<file path="src/rtl/uart_rx_device_pkg.sv">
// Shared definitions for the UART receive device: MMIO addresses, FSM state types,
// status bit positions and the count saturation helper.
package uart_rx_device_pkg;

  localparam logic [63:0] RX_DATA_ADDR = 64'h0000_0000_1000_0010;
  localparam logic [63:0] RX_STAT_ADDR = 64'h0000_0000_1000_0018;

  localparam int STAT_NOT_EMPTY = 0;
  localparam int STAT_FULL      = 1;
  localparam int STAT_OVERRUN   = 2;
  localparam int STAT_FRAME_ERR = 3;
  localparam int STAT_COUNT_LSB = 4;

  typedef enum logic [1:0] {IDLE, START, DATA, STOP} rx_state_t;
  typedef enum logic [1:0] {B_IDLE, B_RESP, B_WAIT} bus_state_t;

  // The status register only has four bits for the count, so deeper FIFOs report 15.
  function automatic logic [3:0] satCount(input logic [31:0] n);
    return (n > 32'd15) ? 4'hF : n[3:0];
  endfunction

endpackage

</file>
<file path="src/rtl/uart_rx_device_if.sv">
// CPU MMIO request/response bundle shared by the bus master and this device.
interface uart_rx_device_if;
  logic        valid;
  logic [63:0] addr;
  logic        wvalid;
  logic [7:0]  size;
  logic [63:0] wdata;
  logic [63:0] rdata;
  logic        ready;
  logic        hit;

  modport master (output valid, addr, wvalid, size, wdata, input rdata, ready, hit);
  modport slave  (input valid, addr, wvalid, size, wdata, output rdata, ready, hit);
endinterface

</file>
<file path="src/rtl/uart_rx_device_fifo.sv">
// Small byte FIFO for received characters; head byte is visible combinationally.
module uart_rx_device_fifo #(
  parameter int DEPTH = 4
) (
  input  logic                     clk,
  input  logic                     reset,
  input  logic                     i_push,
  input  logic                     i_pop,
  input  logic [7:0]               i_data,
  output logic [7:0]               o_head,
  output logic                     o_full,
  output logic                     o_empty,
  output logic [$clog2(DEPTH):0]   o_count
);

  localparam int AW = $clog2(DEPTH);
  localparam int CW = AW + 1;

  logic [7:0]    r_mem [DEPTH];
  logic [AW-1:0] r_wrPtr;
  logic [AW-1:0] r_rdPtr;
  logic [CW-1:0] r_count;
  logic          w_doPush;
  logic          w_doPop;

  assign o_full   = (r_count == CW'(DEPTH));
  assign o_empty  = (r_count == '0);
  assign o_count  = r_count;
  assign o_head   = r_mem[r_rdPtr];
  // A full FIFO still accepts a push when the head leaves on the same edge.
  assign w_doPop  = i_pop && !o_empty;
  assign w_doPush = i_push && (!o_full || w_doPop);

  always_ff @(posedge clk) begin
    if (reset) begin
      r_wrPtr <= '0;
      r_rdPtr <= '0;
      r_count <= '0;
    end else begin
      if (w_doPush) r_wrPtr <= r_wrPtr + 1'b1;
      if (w_doPop)  r_rdPtr <= r_rdPtr + 1'b1;
      case ({w_doPush, w_doPop})
        2'b10:   r_count <= r_count + 1'b1;
        2'b01:   r_count <= r_count - 1'b1;
        default: r_count <= r_count;
      endcase
    end
  end

  always_ff @(posedge clk) begin
    if (w_doPush) r_mem[r_wrPtr] <= i_data;
  end

endmodule

</file>
<file path="src/rtl/uart_rx_device.sv">
// UART 8N1 receiver on the CPU MMIO bus: synchroniser, bit timer, receive FSM,
// receive FIFO and a data/status register pair with sticky error flags.
module uart_rx_device
  import uart_rx_device_pkg::*;
#(
  parameter logic [13:0] BIT_TMR_MAX = 14'd10416,
  parameter int          FIFO_DEPTH  = 4
) (
  input  logic             clk,
  input  logic             reset,
  input  logic             rx,
  uart_rx_device_if.slave  bus
);

  localparam logic [13:0] HALF = BIT_TMR_MAX >> 1;
  localparam int          CW   = $clog2(FIFO_DEPTH) + 1;

  logic        r_rxSync1, r_rxSync2;
  rx_state_t   r_rxState, w_rxStateNext;
  logic [13:0] r_bitTmr, w_bitTmrNext;
  logic [2:0]  r_bitCnt, w_bitCntNext;
  logic [7:0]  r_shift, w_shiftNext;
  logic        w_pushReq, w_frameErrSet;

  bus_state_t  r_busState, w_busStateNext;
  logic [63:0] r_rdata, w_rdataNext;
  logic        w_pop, w_overrunClr, w_frameErrClr, w_overrunSet;
  logic        r_overrun, r_frameErr;
  logic        w_hit, w_isData, w_isStat;

  logic [7:0]    w_head;
  logic          w_full, w_empty;
  logic [CW-1:0] w_count;
  logic [63:0]   w_status;
  logic          w_unused;

  assign w_unused = ^{bus.size, bus.wdata[63:4], bus.wdata[1:0]};

  always_ff @(posedge clk) begin
    if (reset) begin
      r_rxSync1 <= 1'b1;
      r_rxSync2 <= 1'b1;
    end else begin
      r_rxSync1 <= rx;
      r_rxSync2 <= r_rxSync1;
    end
  end

  always_ff @(posedge clk) begin
    if (reset) begin
      r_rxState <= IDLE;
      r_bitTmr  <= '0;
      r_bitCnt  <= '0;
      r_shift   <= '0;
    end else begin
      r_rxState <= w_rxStateNext;
      r_bitTmr  <= w_bitTmrNext;
      r_bitCnt  <= w_bitCntNext;
      r_shift   <= w_shiftNext;
    end
  end

  // Start bit is re-checked at mid-bit; data and stop bits are then sampled a full bit apart.
  always_comb begin
    w_rxStateNext = r_rxState;
    w_bitTmrNext  = r_bitTmr + 14'd1;
    w_bitCntNext  = r_bitCnt;
    w_shiftNext   = r_shift;
    w_pushReq     = 1'b0;
    w_frameErrSet = 1'b0;
    case (r_rxState)
      IDLE: begin
        w_bitTmrNext = '0;
        if (!r_rxSync2) w_rxStateNext = START;
      end
      START: if (r_bitTmr == HALF) begin
        w_bitTmrNext = '0;
        w_bitCntNext = '0;
        w_rxStateNext = r_rxSync2 ? IDLE : DATA;
      end
      DATA: if (r_bitTmr == BIT_TMR_MAX) begin
        w_bitTmrNext = '0;
        w_shiftNext  = {r_rxSync2, r_shift[7:1]};
        w_bitCntNext = r_bitCnt + 3'd1;
        if (r_bitCnt == 3'd7) w_rxStateNext = STOP;
      end
      STOP: if (r_bitTmr == BIT_TMR_MAX) begin
        w_bitTmrNext  = '0;
        w_pushReq     = r_rxSync2;
        w_frameErrSet = !r_rxSync2;
        w_rxStateNext = IDLE;
      end
      default: w_rxStateNext = IDLE;
    endcase
  end

  uart_rx_device_fifo #(.DEPTH(FIFO_DEPTH)) u_fifo (
    .clk     (clk),
    .reset   (reset),
    .i_push  (w_pushReq),
    .i_pop   (w_pop),
    .i_data  (r_shift),
    .o_head  (w_head),
    .o_full  (w_full),
    .o_empty (w_empty),
    .o_count (w_count)
  );

  assign w_overrunSet = w_pushReq && w_full && !w_pop;
  assign w_isData     = (bus.addr == RX_DATA_ADDR);
  assign w_isStat     = (bus.addr == RX_STAT_ADDR);
  assign w_hit        = bus.valid && (w_isData || w_isStat);
  assign bus.hit      = w_hit;
  assign bus.ready    = (r_busState == B_RESP);
  assign bus.rdata    = r_rdata;

  always_comb begin
    w_status = '0;
    w_status[STAT_NOT_EMPTY] = !w_empty;
    w_status[STAT_FULL]      = w_full;
    w_status[STAT_OVERRUN]   = r_overrun;
    w_status[STAT_FRAME_ERR] = r_frameErr;
    w_status[STAT_COUNT_LSB +: 4] = satCount(32'(w_count));
  end

  // Each request is served once in B_IDLE; B_WAIT holds off until valid drops so a long
  // request cannot pop twice.
  always_comb begin
    w_busStateNext = r_busState;
    w_rdataNext    = r_rdata;
    w_pop          = 1'b0;
    w_overrunClr   = 1'b0;
    w_frameErrClr  = 1'b0;
    case (r_busState)
      B_IDLE: if (w_hit) begin
        w_busStateNext = B_RESP;
        if (bus.wvalid) begin
          w_rdataNext   = '0;
          w_overrunClr  = w_isStat && bus.wdata[STAT_OVERRUN];
          w_frameErrClr = w_isStat && bus.wdata[STAT_FRAME_ERR];
        end else if (w_isData) begin
          w_rdataNext = w_empty ? 64'd0 : {56'd0, w_head};
          w_pop       = !w_empty;
        end else begin
          w_rdataNext = w_status;
        end
      end
      B_RESP: w_busStateNext = B_WAIT;
      B_WAIT: if (!bus.valid) w_busStateNext = B_IDLE;
      default: w_busStateNext = B_IDLE;
    endcase
  end

  always_ff @(posedge clk) begin
    if (reset) begin
      r_busState <= B_IDLE;
      r_rdata    <= '0;
      r_overrun  <= 1'b0;
      r_frameErr <= 1'b0;
    end else begin
      r_busState <= w_busStateNext;
      r_rdata    <= w_rdataNext;
      if (w_overrunSet)       r_overrun <= 1'b1;
      else if (w_overrunClr)  r_overrun <= 1'b0;
      if (w_frameErrSet)      r_frameErr <= 1'b1;
      else if (w_frameErrClr) r_frameErr <= 1'b0;
    end
  end

endmodule

</file>
<file path="src/flat_wrapper.sv">
// flat-port wrapper written by rule: the top's interface ports become plain ports
module uart_rx_device_flat import uart_rx_device_pkg::*;
#(
  parameter logic [13:0] BIT_TMR_MAX = 14'd10416,
  parameter int          FIFO_DEPTH  = 4
)
  (clk, reset, rx, bus_valid, bus_addr, bus_wvalid, bus_size, bus_wdata, bus_rdata, bus_ready, bus_hit);
  uart_rx_device_if bus_i ();
  input  logic clk;
  input  logic reset;
  input  logic rx;
  input wire logic [$bits(bus_i.valid)-1:0] bus_valid;
  input wire logic [$bits(bus_i.addr)-1:0] bus_addr;
  input wire logic [$bits(bus_i.wvalid)-1:0] bus_wvalid;
  input wire logic [$bits(bus_i.size)-1:0] bus_size;
  input wire logic [$bits(bus_i.wdata)-1:0] bus_wdata;
  output wire logic [$bits(bus_i.rdata)-1:0] bus_rdata;
  output wire logic [$bits(bus_i.ready)-1:0] bus_ready;
  output wire logic [$bits(bus_i.hit)-1:0] bus_hit;
  assign bus_i.valid = bus_valid;
  assign bus_i.addr = bus_addr;
  assign bus_i.wvalid = bus_wvalid;
  assign bus_i.size = bus_size;
  assign bus_i.wdata = bus_wdata;
  assign bus_rdata = bus_i.rdata;
  assign bus_ready = bus_i.ready;
  assign bus_hit = bus_i.hit;
  uart_rx_device #(.BIT_TMR_MAX(BIT_TMR_MAX), .FIFO_DEPTH(FIFO_DEPTH)) u_core (.clk(clk), .reset(reset), .rx(rx), .bus(bus_i));
endmodule
</file>
<file path="config.mk">
export PLATFORM = sky130hd
export DESIGN_NAME = uart_rx_device_flat
export DESIGN_NICKNAME = d
export VERILOG_FILES = /design/src/rtl/uart_rx_device_pkg.sv /design/src/rtl/uart_rx_device_if.sv /design/src/rtl/uart_rx_device_fifo.sv /design/src/rtl/uart_rx_device.sv /design/src/flat_wrapper.sv
export SDC_FILE = /design/constraint.sdc
export NUM_CORES = 1
export LEC_CHECK = 0
export CORE_UTILIZATION = 40
export CTS_CLUSTER_DIAMETER = 150
export DETAILED_ROUTE_END_ITERATION = 10
export PLACE_DENSITY = 0.86
export SLEW_MARGIN = 40
export SYNTH_ARGS = -nofsm -noshare
export SYNTH_HDL_FRONTEND = slang
export SYNTH_SLANG_ARGS = --single-unit
</file>
<file path="constraint.sdc">
create_clock -name clk -period 3.58 [get_ports clk]
set_input_delay 0.716 -clock clk [delete_from_list [all_inputs] [get_ports clk]]
set_output_delay 0.716 -clock clk [all_outputs]
set_load 0.005 [all_outputs]
</file>
==> results of run 1 <==
-- routing by layer --
| layer | global-route usage | routed length (um) |
|---|---|---|
| met1 | 0.186 | 3560 |
| met2 | 0.308 | 4620 |
| met3 | 0.0487 | 474 |
| met4 | 0.0443 | 108 |
| met5 | 0 | 0 |
-- area by class of cell --
cell class / instances / area share
inverters: 13 / 0.00923
clock inverters: 7 / 0.00970
repair buffers: 96 / 0.184
flip-flops and latches: 82 / 0.371
clock buffers: 9 / 0.0234
multi-input cells: 298 / 0.370
well taps: 136 / 0.0322
-- sequential cells by signal, summed over array words and instances, names as in the netlist, named ones only --
name	cells
u_core.r_rxSync1	1
u_core.r_frameErr	1
u_core.u_fifo.r_wrPtr	2
u_core.r_busState	2
u_core.r_rxState	1
u_core.u_fifo.o_count	3
u_core.r_bitTmr	14
u_core.r_rxSync2	1
u_core.r_bitCnt	3
u_core.bus.rdata	8
u_core.r_overrun	1
u_core.u_fifo.r_rdPtr	2
u_core.r_shift	8
u_core.u_fifo.r_mem	32
-- power breakdown --
part	leakage [nW]	switching, mW	internal (mW)
registers	0.700	0.00302	0.963
logic	1.08	0.0552	0.0804
clock network	0.0864	0.331	0.256
total	1.87	0.390	1.30
-- timing repair --
item / CTS / global route
pin swaps: 1 / 3
buffers inserted: 0 / 1
gates resized for setup: 1 / 3
setup endpoints to repair: 1 / 1
-- critical path, stage by stage --
cell	delay (ns)
clkdlybuf4s50_1	0.42
nor4_1	0.40
nand4_1	0.23
nor4_4	0.36
buf_4	0.18
nand3_1	0.07
fa_1	0.46
or3_1	0.39
mux2i_1	0.15
a211oi_1	0.09
-- Yosys cell counts (3+ instances only) --
library cell | count | area, sq um
xor2_1 | 9 | 78.8
nor2b_1 | 4 | 25.0
nand3_1 | 8 | 40.0
clkbuf_1 | 5 | 18.8
nand2_1 | 30 | 113
edfxtp_1 | 32 | 961
xnor2_1 | 5 | 43.8
nor2_1 | 32 | 120
a22o_1 | 5 | 43.8
o21ai_0 | 3 | 15.0
mux2i_1 | 6 | 60.1
mux2_2 | 4 | 45.0
mux4_2 | 8 | 180
or2_2 | 3 | 18.8
nor4_1 | 29 | 181
buf_4 | 59 | 443
nor3_1 | 6 | 30.0
nor4b_1 | 4 | 35.0
a21oi_1 | 17 | 85.1
inv_1 | 13 | 48.8
and2_1 | 7 | 43.8
buf_2 | 3 | 15.0
nand2b_1 | 8 | 50.1
nand4_1 | 12 | 75.1
dfxtp_1 | 50 | 1000
ha_1 | 8 | 100
-- cells by family (layout without fill, tap and decap cells) --
group / Yosys count / after routing / share of synthesized area
mux: 20 / 20 / 0.0727
buf+inv: 81 / 125 / 0.127
flops: 82 / 82 / 0.463
compound gates: 38 / 38 / 0.0591
other cells: 1 / 56 / 0.000886
simple gates: 161 / 161 / 0.220
fa+ha+maj: 9 / 9 / 0.0284
xor+xnor: 14 / 14 / 0.0290
-- worst paths after layout --
kind / from / endpoint / slack [ns] / cells past startpoint
min: u_core.r_rxSync1 / u_core.r_rxSync2 / 0.43 / 1
max reg2reg: u_core.r_bitTmr[0] / u_core.u_fifo.o_count[1] / 0.72 / 9
max: bus_addr[12] / u_core.u_fifo.o_count[2] / 0.34 / 10
min reg2reg: u_core.r_rxSync1 / u_core.r_rxSync2 / 0.43 / 1
-- layout by cell type, fill, tap and decap left out, types with 9 or more instances in the layout --
cell type        instances
a21oi_1                 17
buf_4                   12
clkbuf_8                 9
clkdlybuf4s50_1         79
conb_1                  56
dfxtp_1                 50
edfxtp_1                32
inv_1                   13
nand2_1                 30
nand4_1                 12
nor2_1                  32
nor4_1                  26
xor2_1                   9
-- stage by stage --
stage                     hold slack [ns]  cell area, sq um  power (mW)  worst slack, ns
after floorplan                     0.389              4440        1.07            0.664
after detailed placement            0.413              5080        1.12          -0.0559
after global placement              0.404              5080        1.12          -0.0522
after global routing                0.460              5290        1.76            0.247
after CTS                           0.433              5270        1.71           0.0498
final                               0.427              5290        1.69            0.339
==> metrics.cfg, run 1 <==
[outcome]
outcome = complete, no violations

[drt]
vias = 3166
routed_wl_mm = 8.76
drtIter0Drc = 111
post_drt_via_cell_ratio = 4.94
antenna_left = 0
route.detailed.drc = 0
wl_per_cell_um = 13.7
first_pass_iters = 4

[cells_and_area]
area_delta_synth_final_pct = 24.9
n_antenna_cell = 0
final_layout_size_suffix_gt1_frac = 0.119
fill_cells = 905
multi_input_area_sq_um = 1960
fin_nets = 650
final_cells = 641
seq_area_sq_um = 1960
utilization = 0.515

[cts]
path_clk_slew_ns = 0.09
ctsHoldBuffers = 0
cts_buffers = 9
clock_tree.root_cell = clkbuf_8
htreeDepth = 3
clk_latency_ns = 0.34
cts_sinks = 82
cts_tree = built
cts_buffer_depth = 2

[critical_path]
crit_type = input pin to flip-flop
start_kind = input pin
cp_data_arrival_time_ns = 3.47
worstSetupEndpointType = flip-flop
cp.required_ns = 3.81
path_max_fanout = 4

[die]
coreArea_sq_um = 10300
placementRows = 37
dieArea_sq_um = 11000
start_util = 0.412
die_y_um = 105
ios = 207
die_w_um = 105

[sta]
max_slew_margin = 0.514
layout_worst_path_cycle_share = 0.905
fmax_ghz = 0.309
setup_violations = 0
rsz0062_at_grt = false
worstMarginPinSlew_ns = 0.723
report.final.slew_viol_count = 0
final-hold-violation-count = 0
finalClockSkew_ns = 0.0100
tns_ns = 0
finalCriticalPeriod_ns = 3.24

[logic_synthesis]
ys_seq_elements = 82
synth_area_per_cell_sq_um = 10.4
synth_flop_cell = dfxtp_1
syn_area_sq_um = 4230
syn_inst = 406
synth_edf_count = 32
synthArstFlopShare = 0
yosys_warnings = 0
synthDistinctLibCells = 55
synth_seq_area_share = 0.463

[power_and_ir_drop]
power.density_nw_per_um2 = 319
leakage_nw = 1.87
ir_worst_vdd_uv = 203

[global_routing]
grt_pass1_vias = 3102
grt_max_degree = 30
grt_pass1_wl_mm = 14.5
gr-total-overflow = 0
antenna_found_initial = 0
grt_usage = 0.167

[place]
dp_cells = 624
port_buffers = 80
hpwl_mm = 6.89
gp_congestion = 0.845

[run]
maxCapViolCount = 0

[hold_path]
hold_path_class = flip-flop to flip-flop

Power figures use the tool's default switching activity.
==> run 2: changes to the inputs <==
--- a/config.mk
+++ b/config.mk
@@ -5,6 +5,7 @@
 export SDC_FILE = /design/constraint.sdc
 export NUM_CORES = 1
 export LEC_CHECK = 0
+export ABC_CLOCK_PERIOD_IN_PS = 3580
 export CORE_UTILIZATION = 40
 export CTS_CLUSTER_DIAMETER = 150
 export DETAILED_ROUTE_END_ITERATION = 10
==> results of run 2 <==
Final layout, timing and power as in run 1 (identical DEF).
==> run 3: changes to the inputs <==
--- a/config.mk
+++ b/config.mk
@@ -6,10 +6,10 @@
 export NUM_CORES = 1
 export LEC_CHECK = 0
 export ABC_CLOCK_PERIOD_IN_PS = 3580
-export CORE_UTILIZATION = 40
+export CORE_UTILIZATION = 41
 export CTS_CLUSTER_DIAMETER = 150
 export DETAILED_ROUTE_END_ITERATION = 10
-export PLACE_DENSITY = 0.86
+export PLACE_DENSITY = 0.88
 export SLEW_MARGIN = 40
 export SYNTH_ARGS = -nofsm -noshare
 export SYNTH_HDL_FRONTEND = slang
==> constraint.sdc (replaced) <==
create_clock -name clk -period 3.58 [get_ports clk]
set_input_delay 0.716 -clock clk [delete_from_list [all_inputs] [get_ports clk]]
set_output_delay 0.716 -clock clk [all_outputs]
set_load 0.01 [all_outputs]
==> metrics.cfg, run 3 (synthesis results as in run 1) <==
[outcome]
outcome = complete, no violations  ; unchanged

[cts]
path_clk_slew_ns = 0.08  ; was 0.09 ns
ctsHoldBuffers = 0  ; unchanged
htreeDepth = 3  ; unchanged
clock_tree.root_cell = clkbuf_8  ; unchanged
cts_tree = built  ; unchanged
clk_latency_ns = 0.36  ; was 0.34 ns
cts_buffers = 9  ; unchanged
cts_buffer_depth = 2  ; unchanged
cts_sinks = 82  ; unchanged

[global_routing]
gr-total-overflow = 0  ; unchanged
grt_pass1_wl_mm = 14.6  ; was 14.5 mm
grt_pass1_vias = 3235  ; was 3102
antenna_found_initial = 0  ; unchanged
grt_usage = 0.169  ; was 0.167
grt_max_degree = 19  ; was 30

[cells_and_area]
utilization = 0.526  ; was 0.515
fill_cells = 852  ; was 905
design_area_sq_um = 5220  ; was 5290 sq um
fin_nets = 647  ; was 650
top_register = u_core.u_fifo.r_mem  ; unchanged
layout_commonest_cell = clkdlybuf4s50_1  ; unchanged
largestRegisters = u_core.u_fifo.r_mem: 32 flops, u_core.r_bitTmr: 14 flops  ; unchanged
layout_common_cells = clkdlybuf4s50_1 (79), conb_1 (56), dfxtp_1 (50), nor2_1 (32), edfxtp_1 (32)  ; unchanged
n_antenna_cell = 0  ; unchanged
largest_register_ffs = 32  ; unchanged
area_delta_synth_final_pct = 23.2  ; was 24.9%
final_layout_size_suffix_gt1_frac = 0.110  ; was 0.119

[critical_path]
worstSetupEndpointType = output port  ; was flip-flop
crit_type = input pin to output port  ; was input pin to flip-flop
cp_data_arrival_time_ns = 2.72  ; was 3.47 ns
cp_cell_sequence = clkdlybuf4s50_1 > nor4_2 > buf_4 > nand4_1 > nor4_4 > buf_4 > and2_1 > dlygate4sd2_1  ; was clkdlybuf4s50_1 > nor4_1 > nand4_1 > nor4_4 > buf_4 > nand3_1 > fa_1 > or3_1 > mux2i_1 > a211oi_1
crit_path_max_incr_delay_ns = 0.43  ; was 0.46 ns
crit_slowest_cell = clkdlybuf4s50_1  ; was fa_1
start_kind = input pin  ; unchanged
path_common_cell = buf_4
path_max_fanout = 2  ; was 4
rrSetupSlack_ns = 0.66  ; was 0.72 ns
cp.required_ns = 2.86  ; was 3.81 ns

[die]
dieArea_sq_um = 10700  ; was 11000 sq um
start_util = 0.427  ; was 0.412
coreArea_sq_um = 9910  ; was 10300 sq um
die_w_um = 104  ; was 105 um
ios = 207  ; unchanged
placementRows = 36  ; was 37
die_y_um = 104  ; was 105 um

[place]
gp_congestion = 0.859  ; was 0.845
pre_cts_slack_ns = -0.133  ; was -0.0559 ns
hpwl_mm = 6.84  ; was 6.89 mm
port_buffers = 80  ; unchanged
place_area_sq_um = 5000  ; was 5080 sq um

[drt]
antenna_left = 0  ; unchanged
vias = 3191  ; was 3166
post_drt_via_cell_ratio = 5.03  ; was 4.94
routed_wl_mm = 8.98  ; was 8.76 mm
wl_per_cell_um = 14.1  ; was 13.7 um
first_pass_iters = 4  ; unchanged
drtIter0Drc = 88  ; was 111
route.detailed.drc = 0  ; unchanged

[sta]
finalCriticalPeriod_ns = 3.44  ; was 3.24 ns
setup_slack_ns = 0.143  ; was 0.339 ns
fmax_ghz = 0.291  ; was 0.309 GHz
setup_violations = 0  ; unchanged
max_slew_margin = 0.545  ; was 0.514
final-hold-violation-count = 0  ; unchanged
layout_worst_path_cycle_share = 0.960  ; was 0.905
finalClockSkew_ns = 0.0121  ; was 0.0100 ns
report.final.slew_viol_count = 0  ; unchanged
holdWs_ns = 0.418  ; was 0.427 ns
rsz0062_at_grt = false  ; unchanged
worstMarginPinSlew_ns = 0.678  ; was 0.723 ns

[power_and_ir_drop]
ir_worst_vdd_uv = 194  ; was 203 uV
power.density_nw_per_um2 = 336  ; was 319 nW/um^2
leakage_nw = 1.84  ; was 1.87 nW

[run]
maxCapViolCount = 0  ; unchanged

[hold_path]
hold_path_class = flip-flop to flip-flop  ; unchanged

run 3: where the power goes:
part	leakage [nW]	internal, mW	switching (mW)
logic	1.04	0.0812	0.0687
clock network	0.0974	0.317	0.317
registers	0.700	0.963	0.00307
run 3: final timing paths:
check,endpoint,cells past startpoint,from
setup / recovery,bus_hit,8,bus_addr[11]
hold / removal,u_core.r_rxSync2,1,u_core.r_rxSync1
setup reg to reg,u_core.u_fifo.o_count[1],9,u_core.r_bitTmr[0]
hold reg to reg,u_core.r_rxSync2,1,u_core.r_rxSync1
run 3: critical path: cells and delay by family:
family | cells | cell delay (ns)
buffers and inverters | 4 | 1.04
and+or+nand+nor | 4 | 0.96
run 3: cell type report:
cell class | count | area [sq um] | share of cell area
Sequential cell | 82 | 1960 | 0.376
Multi-Input combinational cell | 298 | 1960 | 0.375
Timing Repair Buffer | 93 | 897 | 0.172
Tap cell | 133 | 166 | 0.0319
Clock buffer | 10 | 128 | 0.0245
Clock inverter | 6 | 57.6 | 0.0110
Inverter | 13 | 48.8 | 0.00936
run 3: layer usage:
| metal | track usage | routed length, um |
|---|---|---|
| met1 | 0.168 | 3410 |
| met2 | 0.328 | 4880 |
| met3 | 0.0522 | 515 |
| met4 | 0.0569 | 170 |
| met5 | 0 | 0 |
run 3: metrics by stage:
stage                     std cells  power (mW)  TNS [ns]
after floorplan                 461        1.08         0
after global placement          617        1.13   -0.0715
after detailed placement        617        1.13    -0.741
after CTS                       635        1.76         0
after global routing            635        1.80         0
final                           635        1.75         0
run 3: timing repair:
| action | in CTS | in global routing |
|---|---|---|
| gates cloned | 0 | 0 |
| setup endpoints to repair | 1 | 1 |
| gates resized for setup | 2 | 2 |
| buffers inserted | 2 | 0 |
| pin swaps | 1 | 0 |
